<file path="config.mk">
export PLATFORM = sky130hd
export DESIGN_NAME = opentitan_soc_top
export DESIGN_NICKNAME = d
export VERILOG_FILES = /design/src/rtl/opentitan_soc_top.sv
export SDC_FILE = /design/constraint.sdc
export NUM_CORES = 1
export LEC_CHECK = 0
export CAP_MARGIN = 10
export CELL_PAD_IN_SITES_DETAIL_PLACEMENT = 0
export CELL_PAD_IN_SITES_GLOBAL_PLACEMENT = 1
export CORE_ASPECT_RATIO = 1.75
export CORE_MARGIN = 5
export CORE_UTILIZATION = 47
export DETAILED_ROUTE_END_ITERATION = 6
export MAX_ROUTING_LAYER = met4
export PLACE_DENSITY = 0.75
export SLEW_MARGIN = 25
export SYNTH_ARGS = -nofsm -noshare
export SYNTH_HDL_FRONTEND = slang
export SYNTH_SLANG_ARGS = --single-unit
</file>
<file path="constraint.sdc">
create_clock -name clk_i -period 3 [get_ports clk_i]
set_input_delay 0.6 -clock clk_i [delete_from_list [all_inputs] [get_ports clk_i]]
set_output_delay 0.6 -clock clk_i [all_outputs]
set_load 0.02 [all_outputs]
</file>
<file path="src/rtl/opentitan_soc_top.sv">
`default_nettype none
// ---------------------------------------------------------------------------
// opentitan_soc_top : UART boot-loader front end (imem load, sentinel release, echo)
// Rev 1.0
// ---------------------------------------------------------------------------
module opentitan_soc_top #(
  parameter logic [31:0] JTAG_ID      = 32'h0000_0001,
  parameter logic        DirectDmiTap = 1'b1,
  parameter int unsigned DATA_WIDTH   = 32,
  parameter int unsigned CLKS_PER_BIT = 10417,
  parameter int unsigned IMEM_DEPTH   = 1024
) (
  input  logic        clk_i,
  input  logic        rst_ni,
  input  logic        tempsense_clkref,
  output logic        tempsense_clkout,
  input  logic        sel,
  output logic        spi_ss,
  output logic        spi_mosi,
  input  logic        uart_rx_inst,
  input  logic        uart_rx,
  output logic        uart_tx,
  output logic        uart_txen,
  output logic [19:0] gpio_o
);
  localparam int unsigned CNT_W = $clog2(CLKS_PER_BIT);
  localparam logic [CNT_W-1:0] FULL_M1 = CNT_W'(CLKS_PER_BIT - 1);
  localparam logic [CNT_W-1:0] HALF_M1 = CNT_W'(CLKS_PER_BIT / 2 - 1);
  localparam int unsigned AW = $clog2(IMEM_DEPTH);
  localparam int unsigned CW = AW + 1;
  localparam logic [CW-1:0] DEPTH_C = CW'(IMEM_DEPTH);
  localparam logic [DATA_WIDTH-1:0] SENTINEL = DATA_WIDTH'(32'h0000_0FFF);

  typedef enum logic [1:0] {RX_IDLE, RX_START, RX_DATA, RX_STOP} rx_state_e;

  logic rx_meta_q, rx_sync_q, rx_prev_q;
  rx_state_e rx_state_q, rx_state_d;
  logic [CNT_W-1:0] rx_cnt_q, rx_cnt_d;
  logic [2:0] rx_bit_q, rx_bit_d;
  logic [7:0] rx_shift_q, rx_shift_d;
  logic [1:0] byte_idx_q, byte_idx_d;
  logic [DATA_WIDTH-1:0] word_q, word_d;
  logic word_rdy_q, word_rdy_d;
  logic [CW-1:0] word_count_q, word_count_d;
  logic load_done_q, load_done_d, framing_err_q, framing_err_d, overflow_q, overflow_d;
  logic tx_buf_full_q, tx_buf_full_d, tx_busy_q, tx_busy_d;
  logic [7:0] tx_buf_q, tx_buf_d;
  logic [9:0] tx_shift_q, tx_shift_d;
  logic [3:0] tx_bit_q, tx_bit_d;
  logic [CNT_W-1:0] tx_cnt_q, tx_cnt_d;
  logic rx_en, byte_valid, frame_bad, imem_we, sys_rst_n;
  logic [DATA_WIDTH-1:0] imem [IMEM_DEPTH];
  logic [DATA_WIDTH-1:0] imem_rdata_q;
  logic [15:0] count16;

  assign rx_en = sel & ~load_done_q;

  always_ff @(posedge clk_i or negedge rst_ni) begin
    if (!rst_ni) begin
      rx_meta_q     <= 1'b1;
      rx_sync_q     <= 1'b1;
      rx_prev_q     <= 1'b1;
      rx_state_q    <= RX_IDLE;
      rx_cnt_q      <= '0;
      rx_bit_q      <= '0;
      rx_shift_q    <= '0;
      byte_idx_q    <= '0;
      word_q        <= '0;
      word_rdy_q    <= 1'b0;
      word_count_q  <= '0;
      load_done_q   <= 1'b0;
      framing_err_q <= 1'b0;
      overflow_q    <= 1'b0;
      tx_buf_full_q <= 1'b0;
      tx_buf_q      <= '0;
      tx_busy_q     <= 1'b0;
      tx_shift_q    <= '1;
      tx_bit_q      <= '0;
      tx_cnt_q      <= '0;
    end else begin
      rx_meta_q     <= uart_rx_inst;
      rx_sync_q     <= rx_meta_q;
      rx_prev_q     <= rx_sync_q;
      rx_state_q    <= rx_state_d;
      rx_cnt_q      <= rx_cnt_d;
      rx_bit_q      <= rx_bit_d;
      rx_shift_q    <= rx_shift_d;
      byte_idx_q    <= byte_idx_d;
      word_q        <= word_d;
      word_rdy_q    <= word_rdy_d;
      word_count_q  <= word_count_d;
      load_done_q   <= load_done_d;
      framing_err_q <= framing_err_d;
      overflow_q    <= overflow_d;
      tx_buf_full_q <= tx_buf_full_d;
      tx_buf_q      <= tx_buf_d;
      tx_busy_q     <= tx_busy_d;
      tx_shift_q    <= tx_shift_d;
      tx_bit_q      <= tx_bit_d;
      tx_cnt_q      <= tx_cnt_d;
    end
  end

  // Stop bit is sampled mid-bit, so IDLE is re-entered early enough to catch a back-to-back start edge.
  always_comb begin
    rx_state_d = rx_state_q;
    rx_cnt_d   = rx_cnt_q;
    rx_bit_d   = rx_bit_q;
    rx_shift_d = rx_shift_q;
    byte_valid = 1'b0;
    frame_bad  = 1'b0;
    if (!rx_en) begin
      rx_state_d = RX_IDLE;
      rx_cnt_d   = '0;
    end else begin
      case (rx_state_q)
        RX_IDLE: begin
          rx_cnt_d = '0;
          if (rx_prev_q && !rx_sync_q) rx_state_d = RX_START;
        end
        RX_START: begin
          if (rx_cnt_q == HALF_M1) begin
            rx_cnt_d   = '0;
            rx_bit_d   = '0;
            rx_state_d = rx_sync_q ? RX_IDLE : RX_DATA;
          end else begin
            rx_cnt_d = rx_cnt_q + CNT_W'(1);
          end
        end
        RX_DATA: begin
          if (rx_cnt_q == FULL_M1) begin
            rx_cnt_d   = '0;
            rx_shift_d = {rx_sync_q, rx_shift_q[7:1]};
            rx_bit_d   = rx_bit_q + 3'd1;
            if (rx_bit_q == 3'd7) rx_state_d = RX_STOP;
          end else begin
            rx_cnt_d = rx_cnt_q + CNT_W'(1);
          end
        end
        RX_STOP: begin
          if (rx_cnt_q == FULL_M1) begin
            rx_cnt_d   = '0;
            rx_state_d = RX_IDLE;
            byte_valid = rx_sync_q;
            frame_bad  = ~rx_sync_q;
          end else begin
            rx_cnt_d = rx_cnt_q + CNT_W'(1);
          end
        end
        default: rx_state_d = RX_IDLE;
      endcase
    end
  end

  always_comb begin
    byte_idx_d    = byte_idx_q;
    word_d        = word_q;
    word_rdy_d    = 1'b0;
    word_count_d  = word_count_q;
    load_done_d   = load_done_q;
    framing_err_d = framing_err_q;
    overflow_d    = overflow_q;
    imem_we       = 1'b0;
    if (frame_bad) begin
      framing_err_d = 1'b1;
      byte_idx_d    = 2'd0;
    end
    if (byte_valid) begin
      word_d[{byte_idx_q, 3'b000} +: 8] = rx_shift_q;
      byte_idx_d = byte_idx_q + 2'd1;
      word_rdy_d = (byte_idx_q == 2'd3);
    end
    if (word_rdy_q) begin
      if (word_q == SENTINEL) begin
        load_done_d = 1'b1;
      end else if (word_count_q < DEPTH_C) begin
        imem_we      = 1'b1;
        word_count_d = word_count_q + CW'(1);
      end else begin
        overflow_d = 1'b1;
      end
    end
  end

  always_comb begin
    tx_buf_full_d = tx_buf_full_q;
    tx_buf_d      = tx_buf_q;
    tx_busy_d     = tx_busy_q;
    tx_shift_d    = tx_shift_q;
    tx_bit_d      = tx_bit_q;
    tx_cnt_d      = tx_cnt_q;
    if (tx_busy_q) begin
      if (tx_cnt_q == FULL_M1) begin
        tx_cnt_d   = '0;
        tx_shift_d = {1'b1, tx_shift_q[9:1]};
        if (tx_bit_q == 4'd9) tx_busy_d = 1'b0;
        else tx_bit_d = tx_bit_q + 4'd1;
      end else begin
        tx_cnt_d = tx_cnt_q + CNT_W'(1);
      end
    end else if (tx_buf_full_q) begin
      tx_busy_d     = 1'b1;
      tx_shift_d    = {1'b1, tx_buf_q, 1'b0};
      tx_bit_d      = '0;
      tx_cnt_d      = '0;
      tx_buf_full_d = 1'b0;
    end
    if (byte_valid && !tx_buf_full_q) begin
      tx_buf_full_d = 1'b1;
      tx_buf_d      = rx_shift_q;
    end
  end

  // Read port tracks the most recently written word for the downstream fetch path.
  always_ff @(posedge clk_i) begin
    if (imem_we) imem[word_count_q[AW-1:0]] <= word_q;
    imem_rdata_q <= imem[word_count_q[AW-1:0] - AW'(1)];
  end

  if (CW > 16) begin : g_count_sat
    assign count16 = (|word_count_q[CW-1:16]) ? 16'hFFFF : word_count_q[15:0];
  end else begin : g_count_ext
    assign count16 = 16'(word_count_q);
  end

  assign sys_rst_n        = rst_ni & (load_done_q | ~sel);
  assign gpio_o           = {sys_rst_n, overflow_q, framing_err_q, load_done_q, count16};
  assign uart_tx          = tx_busy_q ? tx_shift_q[0] : 1'b1;
  assign uart_txen        = tx_busy_q;
  assign spi_ss           = 1'b1;
  assign spi_mosi         = 1'b0;
  assign tempsense_clkout = tempsense_clkref & rst_ni;

  logic unused_inputs;
  assign unused_inputs = ^{uart_rx, JTAG_ID, DirectDmiTap, imem_rdata_q};
endmodule
`default_nettype wire

</file>
==> run_results.csv, run 1 <==
group,metric,value,unit
floorplanning,io_pins,31,
sta,slew_headroom,41.3,%
sta,holdWs,0.355,ns
logic_synthesis,synth-seq-cells,116,
power,power_density,563,nW/um^2
placed_design,dpl_cell_area,5900,um^2
worst_setup_path,crit_arrival,2.78,ns
sta,post-route-period-util,81.9,%
floorplanning,core,11600,um^2
global_route,grt_pass1_wl,19.8,mm
logic_synthesis,synth_edf_count,0,
sta,grt_setup_unrepaired,"false",
cells_and_area,insertedDiodeCount,0,
cts,clkLatencyLatePin,0.40,ns
global_route,grt_max_degree,70,
logic_synthesis,netlist_area,5550,um^2
worst_setup_path,cp-startpoint,"tx_cnt_q[8]",
drt,antenna_left,0,
cts,post_cts_buffers,0,
cells_and_area,final_cells,727,
cells_and_area,layout.nets,605,
drt,dr_total_vias,3859,
placed_design,dp_hpwl,7.77,mm
worst_setup_path,endpoint,"tx_bit_q[3]",
placed_design,globalplace.congestion,0.763,
cts,clockBufferDepth,2,
cts,cts-htree-levels,4,
cts,cts_sinks,116,
cells_and_area,area_growth,16.7,%
worst_setup_path,crit_path_end_kind,"register",
power,vdd_drop_max,0.445,mV
drt,dr.pass1.iters,4,
cts,cts_root_buffer,"clkbuf_16",
worst_setup_path,r2r-end,"tx_bit_q[3]",
sta,slew_viol_final,0,
cells_and_area,final_util,56.0,%
drt,drt_iter0_markers,124,
sta,hold_viol_final,0,
cts,cts_resized,0,
worst_setup_path,rr_startpoint,"tx_cnt_q[8]",
status,outcome,"finished clean",
worst_setup_path,reg2regPathDepth,5,
worst_setup_path,cp_max_fo,15,
floorplanning,die_y,154,um
global_route,grtUsageMet1,19.6,%
sta,tns,0,ns
drt,routed_wl,11.1,mm
cts,postCtsHoldBufs,0,
worst_setup_path,path_class,"reg2reg",
logic_synthesis,synth-main-ff-cell,"dfrtp_1",
run,cap_violations,0,
logic_synthesis,ys_seq_area_share,52.5,%
power,p_comb_share,3.0,%
power,clockPowerShare,53.5,%
placed_design,port-buffer-count,22,
floorplanning,initial_core_util,47.9,%
cells_and_area,drive_gt1_share,14.4,%
sta,setup_viol,0,
sta,worstMarginPinSlew,0.878,ns
logic_synthesis,async_flop_share,100,%
drt,viasPerCell,5.31,
cts,clk_pin_slew,0.05,ns
global_route,use_met2,31.2,%
worst_setup_path,ff2ff_setup_slack,0.54,ns
drt,drc,0,
power,p_leak,2.84,nW
power,p_switching,0.764,mW
worst_setup_path,start_kind,"register",
cts,tritoncts,"built",
logic_synthesis,synthDistinctLibCells,54,
logic_synthesis,postSynthAreaPerCell,10.1,um^2
cts,cts_made_buffers,17,
placed_design,post-place-cells,695,
drt,avgRoutedWirePerCell,15.3,um
cells_and_area,final_area,6480,um^2
global_route,gr-total-overflow,0,
logic_synthesis,synth_warnings,0,
hold_path,hold_class,"in2async",
power,sequentialPowerShare,43.5,%
global_route,groute.usage.overall,17.8,%
worst_setup_path,required,3.32,ns
global_route,gr-usage-met3,4.06,%
floorplanning,chipWidth,92.2,um
logic_synthesis,syn_inst,549,
sta,max_freq,407,MHz
global_route,grt_pass1_vias,4179,
power,intPower,2.89,mW
power,p_sw_share,20.9,%
global_route,top_usage_layer,"met2",
global_route,antenna_found_initial,0,
sta,finalClockSkew,0.0108,ns
floorplanning,die-area,14200,um^2
sta,period_needed,2.46,ns
floorplanning,rows,52,
-- power by group through the flow --
stage                     Clock, mW  Sequential, mW  Combinational, mW
after CTS                      2.00            1.59              0.113
after detailed placement          0            1.61              0.113
final                          1.96            1.59              0.110
after global routing           2.08            1.59              0.126
after global placement            0            1.61              0.109
after floorplan                   0            1.61             0.0646
-- placed cells by master (no fill, tap or decap), drive strengths merged, types with 13 or more instances in the layout --
master	n
nand2	94
nand3	23
clkdlybuf4s50	21
mux2	20
xnor2	13
inv	20
o21ai	61
ha	20
nor2	35
buf	13
clkbuf	21
dfrtp	104
-- per-stage QoR --
step / setup slack, ns / power (mW)
floorplan: 0.718 / 1.68
global placement: 0.453 / 1.72
detailed placement: 0.434 / 1.73
CTS: 0.517 / 3.70
global route: 0.372 / 3.79
finish: 0.542 / 3.65
-- cell families after synthesis --
family	count (synthesis)	synth area share (%)
compound gates	90	9.58
fa+ha+maj	20	4.51
buf+inv	48	4.10
other cells	2	0.135
mux	30	5.93
xor+xnor	23	3.63
simple gates	220	19.6
flops	116	52.5
-- how the worst min path moves through the flow --
stage / start / end / slack, ns / cells after the start
CTS: rx_meta_q / rx_sync_q / 0.36 / 0
global route: rx_meta_q / rx_sync_q / 0.36 / 0
floorplan: rst_ni / byte_idx_q[0] / 0.30 / 0
detailed placement: rx_meta_q / rx_sync_q / 0.35 / 0
finish: rst_ni / word_q[10] / 0.36 / 2
global placement: rx_meta_q / rx_sync_q / 0.35 / 0
-- cells in the mapped netlist (all sizes together), types with 3 or more instances --
cell type,instances,area [um^2]
dfstp,12,315
xor2,10,87.6
o31ai,3,22.5
o41ai,6,52.6
nor4,7,56.3
dfrtp,104,2600
and3,6,37.5
mux2i,10,100
buf,17,111
o21ai,61,305
nand2b,8,50.1
a21oi,4,20.0
clkbuf,11,41.3
ha,20,250
nor2,35,139
xnor2,13,114
mux2,20,229
inv,20,75.1
nand3,23,115
nor2b,7,43.8
nand2,94,353
nor3b,4,30.0
nand4,11,68.8
nor3,7,35.0
or4b,3,33.8
a21o,4,30.0
-- metal layers --
layer,vias up,wire length [um]
li1,1945,-
met1,1864,4590
met4,0,167
met3,11,215
met5,-,0
met2,39,6170
-- worst max-delay path: stages (launching register included) --
cell and delay, ns:
dfrtp_1 0.45, or4b_1 0.60, nor4_2 0.40, a21oi_1 0.35, or3_1 0.44, a21oi_1 0.15
-- flip-flops by register name, indices dropped and copies added (netlist names) --
name	flops
word_q	32
rx_cnt_q	14
tx_cnt_q	14
word_count_q	11
tx_shift_q	9
rx_shift_q	8
tx_buf_q	8
tx_bit_q	4
rx_bit_q	3
byte_idx_q	2
rx_state_q	2
framing_err_q	1
load_done_q	1
overflow_q	1
rx_meta_q	1
rx_prev_q	1
rx_sync_q	1
tx_buf_full_q	1
uart_txen	1
word_rdy_q	1
-- layout make-up --
type                    instances  area [um^2]
clock buffers                  21          470
clock inverters                11          108
fillers                      1024         5100
inverters                      20         75.1
multi-input cells             390         2430
flip-flops and latches        116         2920
well taps                     135          169
repair buffers                 34          308
Note: power is estimated with default switching activity, not from simulation.
==> inputs of run 2 (changes only) <==
--- a/config.mk
+++ b/config.mk
@@ -10,10 +10,10 @@
 export CELL_PAD_IN_SITES_GLOBAL_PLACEMENT = 1
 export CORE_ASPECT_RATIO = 1.75
 export CORE_MARGIN = 5
-export CORE_UTILIZATION = 47
+export CORE_UTILIZATION = 43
 export DETAILED_ROUTE_END_ITERATION = 6
 export MAX_ROUTING_LAYER = met4
-export PLACE_DENSITY = 0.75
+export PLACE_DENSITY = 0.72
 export SLEW_MARGIN = 25
 export SYNTH_ARGS = -nofsm -noshare
 export SYNTH_HDL_FRONTEND = slang
==> constraint.sdc (replaced) <==
create_clock -name clk_i -period 2 [get_ports clk_i]
set_input_delay 0.4 -clock clk_i [delete_from_list [all_inputs] [get_ports clk_i]]
set_output_delay 0.4 -clock clk_i [all_outputs]
set_load 0.02 [all_outputs]
==> run_results.csv, run 2 (synthesized netlist as in run 1, its figures left out) <==
group,metric,value,unit
cts,cts_sinks,116,
run,cap_violations,0,
drt,routed_wl,13.3,mm
drt,drc,0,
floorplanning,initial_core_util,43.4,%
sta,hold_viol_final,0,
worst_setup_path,crit_path_end_kind,"register",
cells_and_area,drive_gt1_share,38.1,%
global_route,grt_max_degree,76,
placed_design,port-buffer-count,22,
drt,dr.pass1.iters,4,
worst_setup_path,path_class,"reg2reg",
sta,period_needed,2.23,ns
power,vdd_drop_max,0.590,mV
worst_setup_path,cp_max_fo,3,
cts,tritoncts,"built",
sta,grt_setup_unrepaired,"true",
cts,clkLatencyLatePin,0.41,ns
global_route,grt_pass1_vias,4368,
worst_setup_path,ff2ff_setup_slack,-0.23,ns
global_route,gr-total-overflow,0,
sta,post-route-period-util,111,%
floorplanning,die_y,160,um
placed_design,dp_hpwl,8.40,mm
worst_setup_path,start_kind,"register",
worst_setup_path,r2r-end,"rx_state_q[0]",
drt,drt_iter0_markers,163,
cells_and_area,top_register,"word_q",
status,violations,"negative setup slack",
cells_and_area,top_regs,"word_q (32), rx_cnt_q (14), tx_cnt_q (14)",
worst_setup_path,crit_arrival,2.52,ns
worst_setup_path,rr_startpoint,"rx_cnt_q[3]",
cells_and_area,final_cells,832,
cts,clk_pin_slew,0.06,ns
sta,finalClockSkew,0.00894,ns
drt,avgRoutedWirePerCell,16.0,um
global_route,groute.usage.overall,17.8,%
global_route,antenna_found_initial,0,
worst_setup_path,required,2.29,ns
sta,setup_viol,58,
cts,cts-htree-levels,4,
sta,slew_viol_final,0,
hold_path,hold_class,"in2async",
floorplanning,core,12800,um^2
floorplanning,io_pins,31,
sta,slew_headroom,50.6,%
cells_and_area,final_common_cell,"dfrtp_1",
cells_and_area,layout_common_cells,"103 x dfrtp_1, 60 x nand2_1, 57 x buf_4, 32 x o21ai_1, 27 x nand2_2",
cells_and_area,insertedDiodeCount,0,
worst_setup_path,reg2regPathDepth,5,
cells_and_area,area_growth,40.0,%
status,outcome,"finished, violations left",
sta,max_freq,449,MHz
floorplanning,chipWidth,95.9,um
drt,viasPerCell,5.22,
cts,cts_root_buffer,"clkbuf_16",
cells_and_area,final_area,7770,um^2
placed_design,globalplace.congestion,0.838,
sta,worstMarginPinSlew,0.740,ns
cts,cts_made_buffers,17,
placed_design,dpl_cell_area,6350,um^2
cells_and_area,layout.nets,674,
cts,clockBufferDepth,2,
global_route,grt_pass1_wl,20.8,mm
floorplanning,rows,55,
power,power_density,726,nW/um^2
floorplanning,die-area,15400,um^2
drt,antenna_left,0,
sta,postLayoutSetupSlackWorst,-0.229,ns
power,total_power,5.64,mW
power,p_leak,3.34,nW
cells_and_area,largest_register_ffs,32,
cells_and_area,final_util,60.7,%
drt,dr_total_vias,4340,
placed_design,post-place-cells,782,
run 2: cell count changes in the layout (fill, tap and decap cells not counted), sizes merged:
cell	change
buf	+68
clkinv	-5
clkbuf	+3
clkdlybuf4s50	-2
clkinvlp	+2
dlygate4sd2	+2
nor2	+1
run 2: final cells by class:
| type | instances | area (um^2) |
|---|---|---|
| fill | 1109 | 5020 |
| multi-input combinational | 391 | 3030 |
| sequential | 116 | 2920 |
| timing repair buffer | 102 | 938 |
| clock buffer | 24 | 502 |
| tap | 171 | 214 |
| clock inverter | 8 | 97.6 |
| inverter | 20 | 77.6 |
run 2: worst max path at each step:
stage                            from            end  slack, ns  depth (start not counted)
after global placement    rx_cnt_q[8]  rx_state_q[0]      -0.22                          5
final                     rx_cnt_q[3]  rx_state_q[0]      -0.23                          5
after floorplan           rx_cnt_q[3]    rx_bit_q[0]      -0.20                          4
after global routing      rx_cnt_q[3]  rx_state_q[0]      -0.27                          5
after detailed placement  rx_cnt_q[8]  rx_state_q[0]      -0.25                          5
after CTS                 rx_cnt_q[1]  rx_state_q[0]      -0.23                          6
run 2: report_power, final:
part           switching [mW]  leakage [nW]  internal [mW]
clock network            1.04         0.288           1.99
registers              0.0118          1.56           2.37
logic                   0.140          1.49         0.0868
total                    1.20          3.34           4.45
run 2: metrics by stage:
| step | hold WS (ns) | worst slack (ns) | setup TNS, ns |
|---|---|---|---|
| 2_1_floorplan | 0.104 | -0.201 | -3.26 |
| 3_3_place_gp | 0.345 | -0.220 | -3.23 |
| 3_5_place_dp | 0.351 | -0.251 | -4.57 |
| 4_1_cts | 0.138 | -0.230 | -3.12 |
| 5_1_grt | 0.175 | -0.266 | -8.62 |
| 6_report | 0.134 | -0.229 | -4.08 |
run 2: what timing repair did:
item                                   in CTS  in global routing
gates cloned                                2                  7
endpoints found under the hold margin       0                  0
pin swaps                                  10                 62
hold buffers                                0                  0
gates resized for setup                    23                221
setup endpoints to repair                  88                 98
setup buffers                               4                  6
run 2: critical path: stages, from the launching register on:
cell and delay (ns):
dfrtp_1 0.37, or4b_4 0.56, o41a_1 0.48, a21o_1 0.18, or4_1 0.39, o211a_1 0.12
run 2: layer usage:
| metal | part of all wire (%) | global-route usage [%] | up-vias |
|---|---|---|---|
| li1 | - | - | 2076 |
| met2 | 56 | 30.4 | 56 |
| met1 | 39 | 19.8 | 2181 |
| met5 | 0 | - | - |
| met3 | 1.9 | 3.94 | 27 |
| met4 | 2.5 | 6.87 | 0 |
==> RTL edit 1: new RTL, flow settings as in run 2 <==
Add an input register stage for `sel`, `uart_rx_inst` and `uart_rx`, without a reset; this delays them by one clock.
--- a/src/rtl/opentitan_soc_top.sv
+++ b/src/rtl/opentitan_soc_top.sv
@@ -34,4 +34,14 @@
   typedef enum logic [1:0] {RX_IDLE, RX_START, RX_DATA, RX_STOP} rx_state_e;
 
+  logic sel_q;
+  logic uart_rx_inst_q;
+  logic uart_rx_q;
+
+  always_ff @(posedge clk_i) begin
+    sel_q          <= sel;
+    uart_rx_inst_q <= uart_rx_inst;
+    uart_rx_q      <= uart_rx;
+  end
+
   logic rx_meta_q, rx_sync_q, rx_prev_q;
   rx_state_e rx_state_q, rx_state_d;
@@ -54,5 +64,5 @@
   logic [15:0] count16;
 
-  assign rx_en = sel & ~load_done_q;
+  assign rx_en = sel_q & ~load_done_q;
 
   always_ff @(posedge clk_i or negedge rst_ni) begin
@@ -79,5 +89,5 @@
       tx_cnt_q      <= '0;
     end else begin
-      rx_meta_q     <= uart_rx_inst;
+      rx_meta_q     <= uart_rx_inst_q;
       rx_sync_q     <= rx_meta_q;
       rx_prev_q     <= rx_sync_q;
@@ -224,5 +234,5 @@
   end
 
-  assign sys_rst_n        = rst_ni & (load_done_q | ~sel);
+  assign sys_rst_n        = rst_ni & (load_done_q | ~sel_q);
   assign gpio_o           = {sys_rst_n, overflow_q, framing_err_q, load_done_q, count16};
   assign uart_tx          = tx_busy_q ? tx_shift_q[0] : 1'b1;
@@ -233,5 +243,5 @@
 
   logic unused_inputs;
-  assign unused_inputs = ^{uart_rx, JTAG_ID, DirectDmiTap, imem_rdata_q};
+  assign unused_inputs = ^{uart_rx_q, JTAG_ID, DirectDmiTap, imem_rdata_q};
 endmodule
 `default_nettype wire
Check against the original RTL: not equivalent (Yosys sat finds a counterexample within 4 cycles, from zero or initial values and one cycle with rst_ni low).
==> RTL edit 1 against run 2 <==
The flow still finishes with violations (negative setup slack). Wire length shrank 0.30%. First-iteration DRC count is 7.4% higher. Hold slack worse by 0.041 ns. Die area grew 3.1%. Synthesized cell count rose by 0.73%. Setup slack gained 0.13 ns. Synthesized area grew 3.3%. Cell area shrank 4.7%. Critical path depth is 2 higher. Total power decreased by 3.0%. Cell count is 1.1% lower. Sequential cell count increased by 2. Sequential share of layout area up 2.4 points. Critical path type unchanged. Largest power group unchanged.
==> RTL edit 1: results (changes against run 2) <==
metric	value	unit	change
outcome	complete, but fails checks		
violations	negative setup slack		
non_clock_buffer_count	89		-13%
critical_path.slowest_cell	or4b_1		
postRouteWirelength	13.3	mm	-0.30%
grt_usage	17.3	%	-0.49 points
sw_frac_of_total	20.8	%	-0.37 points
yosys-mux-area-fraction	11.1	%	+5.2 points
synth_adder_area_share	3.05	%	-1.5 points
seq_area	2960	sq um	+1.4%
clock-sinks	118		+1.7%
dpl.cell_count	775		-0.90%
setup_viol	12		-79%
final_net_count	656		-2.7%
post_synth.cell_area_avg	10.4	sq um	+2.6%
final_critical_path_setup_slack	-0.103	ns	+0.126 ns
vdd_ir_drop_max	0.494	mV	-16%
critical_path.max_fanout	5		+2
hpwl	8.90	mm	+5.9%
gp_congestion	0.826		-1.4%
drtPass1Iterations	5		+1
syn_area	5740	sq um	+3.3%
area_share_of_buffers_outside_the_clock_network	11.5	%	-0.52 points
first_global_vias	4392		+0.55%
route.vias.total	4261		-1.8%
leakage	3.18	nW	-4.7%
yosys-top-cells-area	dfrtp_1 45%, mux2i_1 7.3%, dfstp_2 5.5%		
layout-drive-gt1-share	24.2	%	-14 points
power_combinational	0.120	mW	-47%
synthDistinctLibCells	51		-5.6%
first_iter_violations	175		+7.4%
critical_path_data_arrival_time	2.38	ns	-0.14 ns
tightestPinTransition	0.757	ns	+0.0168 ns
-- RTL edit 1: metal layers --
| metal | part of all wire (%) | track usage, % | vias to the layer above |
|---|---|---|---|
| li1 | - | - | 2049 |
| met2 | 59 | 32.4 | 54 |
| met4 | 1.6 | 6.81 | 0 |
| met1 | 37 | 17.3 | 2135 |
| met3 | 2.3 | 3.90 | 23 |
| met5 | 0 | - | - |
-- RTL edit 1: metrics by stage --
| stage | hold slack (ns) | utilization [%] | setup TNS [ns] |
|---|---|---|---|
| floorplan | 0.104 | - | -0.489 |
| global placement | 0.286 | 49.2 | -0.598 |
| detailed placement | 0.286 | 49.2 | -1.14 |
| CTS | 0.0915 | 53.8 | -0.998 |
| global route | 0.104 | 56.0 | -2.33 |
| finish | 0.0930 | 56.0 | -0.656 |
-- RTL edit 1: cells by family (layout without fill, tap and decap cells) --
family          count (synthesis)  in the layout
xor+xnor                       24             24
flops                         118            118
mux                            61             61
other cells                     2              7
fa+ha+maj                      14             14
compound gates                 68             68
buf+inv                        79            170
simple gates                  187            187
==> RTL edit 2: new RTL, flow settings as in run 2 <==
Made on the original files. The parameter `DATA_WIDTH` goes from 32 to 64.
--- a/src/rtl/opentitan_soc_top.sv
+++ b/src/rtl/opentitan_soc_top.sv
@@ -7,5 +7,5 @@
   parameter logic [31:0] JTAG_ID      = 32'h0000_0001,
   parameter logic        DirectDmiTap = 1'b1,
-  parameter int unsigned DATA_WIDTH   = 32,
+  parameter int unsigned DATA_WIDTH   = 64,
   parameter int unsigned CLKS_PER_BIT = 10417,
   parameter int unsigned IMEM_DEPTH   = 1024
Behaviour: no difference found for any inputs over 10 cycles, from zero or initial values and one cycle with rst_ni low; that may be too few to reach the edited logic, so the function may still have changed.
==> RTL edit 2 against run 2 <==
The flow still finishes with violations (negative setup slack). Total power grew 11%. Cell area increased by 23%. Sequential cell count grew 32. Setup slack lost 0.042 ns. Cell count increased by 22%. Wire length increased by 32%. Synthesized area increased by 26%. Critical endpoint is now word_count_q[1]$_DFFE_PN0P_. Highest routed layer unchanged.
==> RTL edit 2: results (changes against run 2) <==
metric	value	unit	change
timing.critical_path.slowest_cell_delay	0.53	ns	-0.03 ns
setup_viol	124		+110%
comb.multi_input.count	488		+25%
wirelength_met1	6.82	mm	+30%
critical_path_data_arrival_time	2.57	ns	+0.05 ns
grt_util_met2	35.6	%	+5.2 points
timing.rr.end	word_count_q[1]$_DFFE_PN0P_		
gr-usage-met3	3.24	%	-0.69 points
final_net_count	838		+24%
regToRegStartpoint	word_q[24]$_DFFE_PN0P_		
cellPowerDensity	653	nW/um^2	-10%
sequential_element_share_of_the_synthesized_area	53.1	%	+0.53 points
violations	negative setup slack		
grt_pass1_wl	28.1	mm	+35%
final-clk-cell-share	5.69	%	-2.0 points
tightestPinTransition	0.738	ns	-0.00201 ns
reg_top3	word_q: 64 flops, rx_cnt_q: 14 flops, tx_cnt_q: 14 flops		
vdd_ir_drop_max	0.528	mV	-10%
outcome	complete, but fails checks		
worst_clock_skew	0.0111	ns	+0.00211 ns
critical_path.max_fanout	9		+6
vias_per_cell	5.37		+3.0%
seqAreaFraction	38.8	%	+1.2 points
num-fill-cells	1305		+18%
yosys-top-cells-area	dfrtp_1 49%, nand2_1 6.8%, o21ai_0 5.9%		
dpl.cell_count	946		+21%
final_critical_path_setup_slack	-0.271	ns	-0.0424 ns
n_all_inverters	25		+25%
detailroute.wirelength.met3	389	um	+50%
final_cells	1011		+22%
non_clock_buffer_count	129		+26%
RTL edit 2: changes by cell type in the layout (fill, tap and decap cells not counted), sizes merged, moves of 5 or more:
cell / change
nand2: +34
dfrtp: +32
buf: +25
o21ai: +23
inv: +12
and2: +10
nor4: +9
mux2i: +7
nand3: +7
xnor2: -7
xor2: +7
clkbuf: -6
nor2: -6
nand3b: +5
RTL edit 2: cells by family (layout without fill, tap and decap cells):
logic type / count (synthesis) / count (layout) / share of synthesized area [%]
DFF: 148 / 148 / 53.1
other: 2 / 7 / 0.107
buffers and inverters: 67 / 186 / 4.48
adders and majority gates: 23 / 23 / 4.11
and+or+nand+nor: 289 / 291 / 21.3
muxes: 36 / 36 / 5.48
xor gates and xnor gates: 23 / 23 / 2.88
AOI/OAI and AO/OA: 108 / 108 / 8.56
RTL edit 2: timing repair:
item,4_1_cts,5_1_grt
gates resized for setup,169,94
setup endpoints to repair,132,135
buffers inserted,18,8
pin swaps,67,34
hold buffers,1,0
gates cloned,8,2
hold endpoints to repair,12,0
